===== src/rtl/serial_bus_master_p.sv =====
// Parametrised serial bus master: accepts one request per handshake, arbitrates
// for the bus, shifts address/write data out MSB first and optionally reads data back.
module serial_bus_master_p #(
    parameter int ADDR_W  = 14,
    parameter int DATA_W  = 8,
    parameter int TIMEOUT = 64
) (
    input  logic              clock,
    input  logic              reset_n,
    input  logic              req_valid,
    output logic              req_ready,
    input  logic              req_read,
    input  logic [ADDR_W-1:0] req_addr,
    input  logic [DATA_W-1:0] req_wdata,
    output logic              bus_req,
    input  logic              bus_ready,
    output logic              addr_tx,
    output logic              data_tx,
    output logic              valid_s,
    output logic              write_en_slave,
    input  logic              data_rx,
    input  logic              slave_valid,
    output logic              rsp_valid,
    output logic [DATA_W-1:0] rsp_rdata,
    output logic              rsp_err,
    output logic              master_busy
);

    localparam int M1 = (ADDR_W > DATA_W) ? ADDR_W : DATA_W;
    localparam int MX = (M1 > TIMEOUT) ? M1 : TIMEOUT;
    localparam int CW = $clog2(MX + 1);
    localparam logic [CW-1:0] ADDR_LAST = CW'(ADDR_W - 1);
    localparam logic [CW-1:0] DATA_LAST = CW'(DATA_W - 1);
    localparam logic [CW-1:0] TO_LAST   = CW'((TIMEOUT > 0) ? TIMEOUT - 1 : 0);

    typedef enum logic [2:0] {S_IDLE, S_REQ, S_ADDR, S_WAIT, S_RX, S_DONE} state_t;

    state_t            state, state_n;
    logic [CW-1:0]     cnt, cnt_n;
    logic              read_q, read_n;
    logic [ADDR_W-1:0] addr_sr, addr_sr_n;
    logic [ADDR_W-1:0] data_sr, data_sr_n;
    logic [DATA_W-1:0] rx_sr, rx_sr_n;
    logic [DATA_W-1:0] rdata_n;
    logic              err_n;
    logic              req_ready_n, bus_req_n, addr_tx_n, data_tx_n, valid_s_n;
    logic              we_n, rsp_valid_n, busy_n;

    always_comb begin
        state_n     = state;
        cnt_n       = cnt;
        read_n      = read_q;
        addr_sr_n   = addr_sr;
        data_sr_n   = data_sr;
        rx_sr_n     = rx_sr;
        rdata_n     = rsp_rdata;
        err_n       = rsp_err;
        req_ready_n = 1'b0;
        bus_req_n   = 1'b0;
        addr_tx_n   = 1'b0;
        data_tx_n   = 1'b0;
        valid_s_n   = 1'b0;
        we_n        = 1'b0;
        rsp_valid_n = 1'b0;
        busy_n      = 1'b0;

        case (state)
            S_IDLE: begin
                if (req_valid && req_ready) begin
                    state_n   = S_REQ;
                    read_n    = req_read;
                    addr_sr_n = req_addr;
                    // write data zero-extended so its LSB lines up with the address LSB
                    data_sr_n = req_read ? '0 : ADDR_W'(req_wdata);
                    rx_sr_n   = '0;
                    cnt_n     = '0;
                end
            end
            S_REQ: begin
                if (bus_ready) begin
                    state_n = S_ADDR;
                    cnt_n   = '0;
                end
            end
            S_ADDR: begin
                if (cnt == ADDR_LAST) begin
                    cnt_n = '0;
                    if (read_q) begin
                        state_n = S_WAIT;
                    end else begin
                        state_n = S_DONE;
                        rdata_n = '0;
                        err_n   = 1'b0;
                    end
                end else begin
                    cnt_n = cnt + 1'b1;
                end
            end
            S_WAIT: begin
                if (slave_valid) begin
                    state_n = S_RX;
                    cnt_n   = '0;
                end else if (TIMEOUT != 0 && cnt == TO_LAST) begin
                    state_n = S_DONE;
                    cnt_n   = '0;
                    rdata_n = '0;
                    err_n   = 1'b1;
                end else if (cnt != '1) begin
                    cnt_n = cnt + 1'b1;
                end
            end
            S_RX: begin
                rx_sr_n = (rx_sr << 1) | DATA_W'(data_rx);
                if (cnt == DATA_LAST) begin
                    state_n = S_DONE;
                    cnt_n   = '0;
                    rdata_n = rx_sr_n;
                    err_n   = 1'b0;
                end else begin
                    cnt_n = cnt + 1'b1;
                end
            end
            S_DONE:  state_n = S_IDLE;
            default: state_n = S_IDLE;
        endcase

        // Outputs are registered, so they are decoded from the state being entered
        case (state_n)
            S_IDLE: req_ready_n = 1'b1;
            S_REQ: begin
                bus_req_n = 1'b1;
                busy_n    = 1'b1;
            end
            S_ADDR: begin
                bus_req_n = 1'b1;
                busy_n    = 1'b1;
                valid_s_n = 1'b1;
                we_n      = ~read_q;
                addr_tx_n = addr_sr[ADDR_W-1];
                data_tx_n = data_sr[ADDR_W-1];
                addr_sr_n = addr_sr << 1;
                data_sr_n = data_sr << 1;
            end
            S_WAIT, S_RX: begin
                bus_req_n = 1'b1;
                busy_n    = 1'b1;
            end
            S_DONE: begin
                busy_n      = 1'b1;
                rsp_valid_n = 1'b1;
            end
            default: ;
        endcase
    end

    always_ff @(posedge clock or negedge reset_n) begin
        if (!reset_n) begin
            state          <= S_IDLE;
            cnt            <= '0;
            read_q         <= 1'b0;
            addr_sr        <= '0;
            data_sr        <= '0;
            rx_sr          <= '0;
            req_ready      <= 1'b0;
            bus_req        <= 1'b0;
            addr_tx        <= 1'b0;
            data_tx        <= 1'b0;
            valid_s        <= 1'b0;
            write_en_slave <= 1'b0;
            rsp_valid      <= 1'b0;
            rsp_rdata      <= '0;
            rsp_err        <= 1'b0;
            master_busy    <= 1'b0;
        end else begin
            state          <= state_n;
            cnt            <= cnt_n;
            read_q         <= read_n;
            addr_sr        <= addr_sr_n;
            data_sr        <= data_sr_n;
            rx_sr          <= rx_sr_n;
            req_ready      <= req_ready_n;
            bus_req        <= bus_req_n;
            addr_tx        <= addr_tx_n;
            data_tx        <= data_tx_n;
            valid_s        <= valid_s_n;
            write_en_slave <= we_n;
            rsp_valid      <= rsp_valid_n;
            rsp_rdata      <= rdata_n;
            rsp_err        <= err_n;
            master_busy    <= busy_n;
        end
    end

endmodule


===== config.mk =====
export PLATFORM = sky130hd
export DESIGN_NAME = serial_bus_master_p
export DESIGN_NICKNAME = d
export VERILOG_FILES = /design/src/rtl/serial_bus_master_p.sv
export SDC_FILE = /design/constraint.sdc
export NUM_CORES = 1
export LEC_CHECK = 0
export BUFFER_PORTS_ARGS = -buffer_cell sky130_fd_sc_hd__buf_4
export CAP_MARGIN = 20
export CORE_ASPECT_RATIO = 1.25
export CORE_UTILIZATION = 57
export DETAILED_ROUTE_END_ITERATION = 8
export PLACE_DENSITY = 0.86
export SETUP_SLACK_MARGIN = 0.3
export SYNTH_ARGS = -nofsm -noshare
export SYNTH_HDL_FRONTEND = slang
export SYNTH_SLANG_ARGS = --single-unit

===== constraint.sdc =====
create_clock -name clock -period 2.67 [get_ports clock]
set_input_delay 0.4005 -clock clock [delete_from_list [all_inputs] [get_ports clock]]
set_output_delay 0.4005 -clock clock [all_outputs]
set_load 0.01 [all_outputs]

==> flow_summary.json, run 1 <==
{
  "outcome": "finished, final reports clean",
  "rsz0062_at_grt": "no",
  "synth-edff-count": 0,
  "via_per_inst": 5.692,
  "hold_class": "primary input to asynchronous set/reset pin",
  "final_antenna_net_count": 0,
  "path_class": "flip-flop to flip-flop",
  "drtIter0Drc": 130,
  "port-buffer-count": 45,
  "yosysWarnings": 0,
  "hold_buffers": 0,
  "die_area_um2": 5717,
  "grt_pass1_vias": 2195,
  "yosys_register_bits": 63,
  "startpoint": "cnt[6]",
  "power_w": 0.004152,
  "critPathBufInv": 2,
  "finalSetupViolations": 0,
  "finalHoldViolations": 0,
  "drt-wirelength-per-cell_um": 16.34,
  "path_cells": "or3_4 > or4_4 > o211ai_4 > nor3b_4 > buf_4 > clkbuf_16 > mux2_4",
  "setup_tns_ps": 0,
  "syn_nets": 317,
  "p_leak_nw": 1.959,
  "grt_pass1_wl_um": 10120,
  "die_w_um": 67.83,
  "critPathMaxStageDelay_ps": 510,
  "htree_levels": 3,
  "async_flop_share_pct": 100.0,
  "critPathLaunchType": "flip-flop",
  "track_usage_pct": 24.20,
  "first_pass_iters": 4,
  "core_area_um2": 5152,
  "fp.dieH_um": 84.29,
  "wl_um": 6749,
  "clockBufferDepth": 2,
  "yosysUniqueCellTypes": 47,
  "top_usage_layer": "met2",
  "netlist_instances": 286,
  "cp-end-kind": "flip-flop",
  "avgSynthCellArea_um2": 10.80,
  "slowest_stage": "or4_4",
  "use_met1_pct": 31.30,
  "antenna_found_initial": 0,
  "grtUsageMet3_pct": 7.473,
  "ys.flop_type": "dfrtp_1",
  "min_period_ps": 2376,
  "cts_tree": "built",
  "maxCapViolations": 0,
  "r2r-start": "cnt[6]",
  "crit_family": "simple AND/OR/NAND/NOR gates",
  "num_rows": 29,
  "grt_max_degree": 64,
  "nNetsFinal": 377,
  "ios": 46,
  "synthToLayoutAreaGrowth_pct": 25.61,
  "hpwl_um": 3903,
  "fmax_mhz": 420.8,
  "skew_ps": 21.05,
  "min_period_over_period_pct": 89.00,
  "holdWs_ps": 123.9,
  "powerDensity_nw_per_um2": 1070,
  "cp.required_ps": 2900,
  "layout_setup_ws_ps": 293.8,
  "path_clk_slew_ps": 80,
  "gp_congestion": 0.8149,
  "max_slew.worst_pin.slew_ps": 763.9,
  "overflow": 0,
  "clockRootBuffer": "clkbuf_8",
  "vias": 2351,
  "slew_headroom_pct": 49.07,
  "drc": 0,
  "slew_viol_final": 0,
  "initial_core_util_pct": 59.93,
  "cp.arrival_ps": 2600,
  "final_common_cell": "nand2_1",
  "final_cell_mix": "60 x nand2_1, 59 x buf_4, 58 x dfrtp_1, 15 x mux2_4, 13 x inv_1",
  "cts_made_buffers": 9,
  "cts.sink_count": 63,
  "antenna_cells": 0,
  "layout-drive-gt1-share_pct": 34.47,
  "yosysSeqAreaShare_pct": 51.05,
  "synth_area_um2": 3088,
  "dp_slack_ps": 329.9,
  "insertion_delay_ps": 350,
  "ir_drop_mv": 0.6229,
  "path_max_fanout": 8,
  "met2_usage_pct": 37.71
}
-- sequential cells by signal (all words and copies together) (netlist names) --
name and cells:
rsp_valid 1, write_en_slave 1, rsp_err 1, read_q 1, master_busy 1, rsp_rdata 8
rx_sr 7, addr_sr 14, state 3, data_sr 14, req_ready 1, bus_req 1
data_tx 1, cnt 7, valid_s 1, addr_tx 1
-- where the power goes --
| part | total [W] | internal (W) | leakage, nW | switching [W] |
|---|---|---|---|---|
| Clock | 0.000936 | 0.000576 | 0.114 | 0.000359 |
| Sequential | 0.00143 | 0.00124 | 0.832 | 0.000185 |
| Combinational | 0.00179 | 0.000946 | 1.01 | 0.000843 |
| Total | 0.00415 | 0.00276 | 1.96 | 0.00139 |
-- logic make-up after synthesis --
family                   count (synthesis)  share of synthesized area (%)
AO/OA/AOI/OAI                           42                          9.684
buffers and inverters                   27                          4.741
adder cells (fa/ha/maj)                  2                         0.8102
AND/OR/NAND/NOR                        116                          19.25
multiplexers                            36                          14.47
flip-flops                              63                          51.05
-- per-stage QoR --
stage                     instances  util, %  cell area, um^2
after CTS                       400    71.56             3687
after floorplan                 286        -             3088
final                           413    75.28             3879
after global routing            413    75.28             3879
after global placement          384    67.19             3462
after detailed placement        384    67.19             3462
-- final timing paths --
path	cells past startpoint	endpoint	slack [ps]
max in group asynchronous	1	state[1]	1990
max reg2reg	7	addr_sr[3]	290
min reg2reg	1	rx_sr[3]	470
min in group clock	3	addr_sr[0]	310
min	1	cnt[4]	120
max	7	addr_sr[3]	290
-- cell type report --
type                       count  area [um^2]
multi-input combinational    196         1428
sequential                    63         1583
tap                           62        77.57
timing repair buffer          63        518.0
clock buffer                  13        158.9
fill                         330         1274
clock inverter                 3        65.06
inverter                      13        48.80
-- routing by layer --
metal | vias up | share of wire (%)
met4 | 0 | 3.1
met2 | 80 | 52
met3 | 21 | 4.9
met5 | - | 0
met1 | 1148 | 40
li1 | 1102 | -
-- synthesized netlist by cell type (2+ instances only) --
cell type	count	area share [%]
nor3_1	4	0.65
nor3b_1	4	0.97
and2_1	10	2.0
and3_1	3	0.61
nor2b_1	4	0.81
buf_2	2	0.32
buf_4	2	0.49
mux2_2	9	3.3
clkbuf_1	7	0.85
nand2_1	60	7.3
nor2_1	7	0.85
dfrtp_1	63	51
mux2_4	15	7.3
ha_1	2	0.81
nand2b_1	3	0.61
nor4_1	2	0.41
or3_1	3	0.61
mux2i_1	12	3.9
nand3b_1	6	1.5
inv_1	13	1.6
o21a_1	2	0.49
a31oi_1	2	0.41
a21o_1	8	1.9
o21ai_0	11	1.8
a22o_1	3	0.85
a21oi_1	5	0.81
nand3_1	4	0.65
-- what timing repair did --
| item | in CTS | in global routing |
|---|---|---|
| pin swaps | 0 | 1 |
| buffers inserted | 0 | 11 |
| setup endpoints to repair | 4 | 17 |
| hold endpoints to repair | 0 | 0 |
| cloned | 0 | 2 |
| gates resized for setup | 1 | 14 |
Note: power is estimated with default switching activity, not from simulation.
==> inputs of run 2 (changes only) <==
--- a/config.mk
+++ b/config.mk
@@ -10,7 +10,7 @@
 export CORE_ASPECT_RATIO = 1.25
 export CORE_UTILIZATION = 57
 export DETAILED_ROUTE_END_ITERATION = 8
-export PLACE_DENSITY = 0.86
+export PLACE_DENSITY_LB_ADDON = 0.25
 export SETUP_SLACK_MARGIN = 0.3
 export SYNTH_ARGS = -nofsm -noshare
 export SYNTH_HDL_FRONTEND = slang
==> run 2 against run 1 <==
Compared with the run above: first-iteration DRC count is 28% higher; final cell count down 0.48%; die area stayed put; core utilization fell by 1.2 points; sequential share of layout area up 0.61 points; clock-buffer cell count down 1; flip-flop and latch count is the same; combinational power about the same; critical path type unchanged.
==> flow_summary.json, run 2 (synthesized netlist as in run 1, its figures left out) <==
{
  "pwr-share-comb_pct": 44.1,
  "die_area_um2": 5717,
  "grt_max_degree": 64,
  "swShare_pct": 33.89,
  "ios": 46,
  "cp-end-kind": "flip-flop",
  "port-buffer-count": 45,
  "powerDensity_nw_per_um2": 1053,
  "via_per_inst": 5.506,
  "clkPwrFrac_pct": 20.9,
  "hold_buffers": 0,
  "setup_tns_ps": 0,
  "hold_class": "primary input to asynchronous set/reset pin",
  "fmax_mhz": 426.0,
  "path_max_fanout": 16,
  "rsz0062_at_grt": "no",
  "min_period_ps": 2347,
  "grt_pass1_vias": 2066,
  "power_w": 0.004022,
  "ir_drop_mv": 0.7730,
  "final_antenna_net_count": 0,
  "dpl_cell_area_um2": 3462,
  "antenna_found_initial": 0,
  "path_cells": "or3b_4 > or4_4 > o211ai_4 > nor3b_4 > buf_4 > clkbuf_16 > mux2_4",
  "nNetsFinal": 376,
  "fp.dieH_um": 84.29,
  "num_rows": 29,
  "cts.sink_count": 63,
  "outcome": "finished, final reports clean",
  "slew_headroom_pct": 48.79,
  "slew_viol_final": 0,
  "skew_ps": 6.072,
  "finalSetupViolations": 0,
  "initial_core_util_pct": 59.93,
  "die_w_um": 67.83,
  "clockRootBuffer": "clkbuf_8",
  "layout-drive-gt1-share_pct": 33.52,
  "power_frac_seq_pct": 35.0,
  "path_clk_slew_ps": 70,
  "antenna_cells": 0,
  "core_area_um2": 5152,
  "insertion_delay_ps": 350,
  "p_leak_nw": 1.943,
  "power_switching_w": 0.001363,
  "critPathLaunchType": "flip-flop",
  "track_usage_pct": 21.63,
  "maxCapViolations": 0,
  "first_pass_iters": 4,
  "wl_um": 6181,
  "drtIter0Drc": 166,
  "p_int_w": 0.002659,
  "top_regs": "addr_sr: 14 flops, data_sr: 14 flops, rsp_rdata: 8 flops",
  "hpwl_um": 3635,
  "slowest_stage": "or4_4",
  "gp_congestion": 0.8447,
  "overflow": 0,
  "min_period_over_period_pct": 87.91,
  "clockBufferDepth": 2,
  "grt_pass1_wl_um": 9011,
  "cp.required_ps": 2910,
  "stdcell_area_um2": 3819,
  "cts_tree": "built",
  "max_slew.worst_pin.slew_ps": 768.2,
  "cts_made_buffers": 9,
  "rr_worst_depth": 7,
  "htree_levels": 3,
  "path_class": "flip-flop to flip-flop",
  "drt-wirelength-per-cell_um": 15.04,
  "fin_util_pct": 74.11,
  "synthToLayoutAreaGrowth_pct": 23.66,
  "cp.arrival_ps": 2580,
  "final_cell_mix": "60 x nand2_1, 59 x dfrtp_1, 58 x buf_4, 15 x mux2_4, 13 x inv_1",
  "finalHoldViolations": 0,
  "vias": 2263,
  "drc": 0,
  "critPathMaxStageDelay_ps": 530,
  "final_common_cell": "nand2_1"
}
## run 2: cell types whose count changed in the layout (fill, tap and decap cells not counted)
cell        delta
buf_4          -1
bufinv_16      -1
clkbuf_1       -1
clkinvlp_4     +1
dfrtp_1        +1
dfrtp_2        -1
ha_1           +1
ha_2           -1
nand3_1        +1
nand3_2        -1
nor4_2         +1
nor4_4         -1
o31ai_2        +1
o31ai_4        -1
## run 2: metrics by stage
step | std cells | setup WS [ps] | hold WS (ps)
after CTS | 399 | 326.4 | 158.7
after global routing | 411 | 280.0 | 212.3
final | 411 | 322.7 | 135.6
after detailed placement | 384 | 337.5 | 457.1
after global placement | 384 | 370.5 | 450.4
after floorplan | 286 | 496.6 | 104.9
## run 2: final cells by class
type                    count  area (um^2)
clock inverters             3        42.54
multi-input cells         196         1403
flip-flops and latches     63         1582
inverters                  13        48.80
repair buffers             62        510.5
well taps                  62        77.57
fillers                   353         1334
clock buffers              12        155.1
## run 2: power by group through the flow
stage	Clock (W)	Combinational [W]	Sequential, W
final	0.000839	0.00178	0.00141
after global routing	0.000880	0.00193	0.00143
after CTS	0.000847	0.00153	0.00142
after detailed placement	0	0.00152	0.00143
after global placement	0	0.00147	0.00143
after floorplan	0	0.00123	0.00139
## run 2: what timing repair did
action | in CTS | in global routing
endpoints found under the hold margin | 0 | 0
setup buffers | 0 | 10
gates resized for setup | 0 | 10
endpoints found under the setup margin | 0 | 17
## run 2: final timing paths
check / slack [ps] / startpoint / endpoint
max: 320 / state[0] / addr_sr[12]
min: 140 / reset_n / cnt[0]
max reg2reg: 320 / state[0] / addr_sr[12]
min reg2reg: 470 / rx_sr[5] / rx_sr[5]
max in group asynchronous: 2000 / reset_n / state[1]
min in group clock: 300 / req_addr[0] / addr_sr[0]
## run 2: worst max-delay path: cells and delay by family, from the launching register on
family          cells  cell delay, ps
buf+inv             2             360
mux                 1             300
compound gates      1             120
flops               1             450
simple gates        3            1000
## run 2: layer usage
metal	wire [um]	global-route usage (%)	vias to the layer above
met2	3132	34.20	62
met4	167	14.77	0
met5	0	0	-
met3	207	3.261	15
met1	2673	26.54	1088
li1	-	-	1098
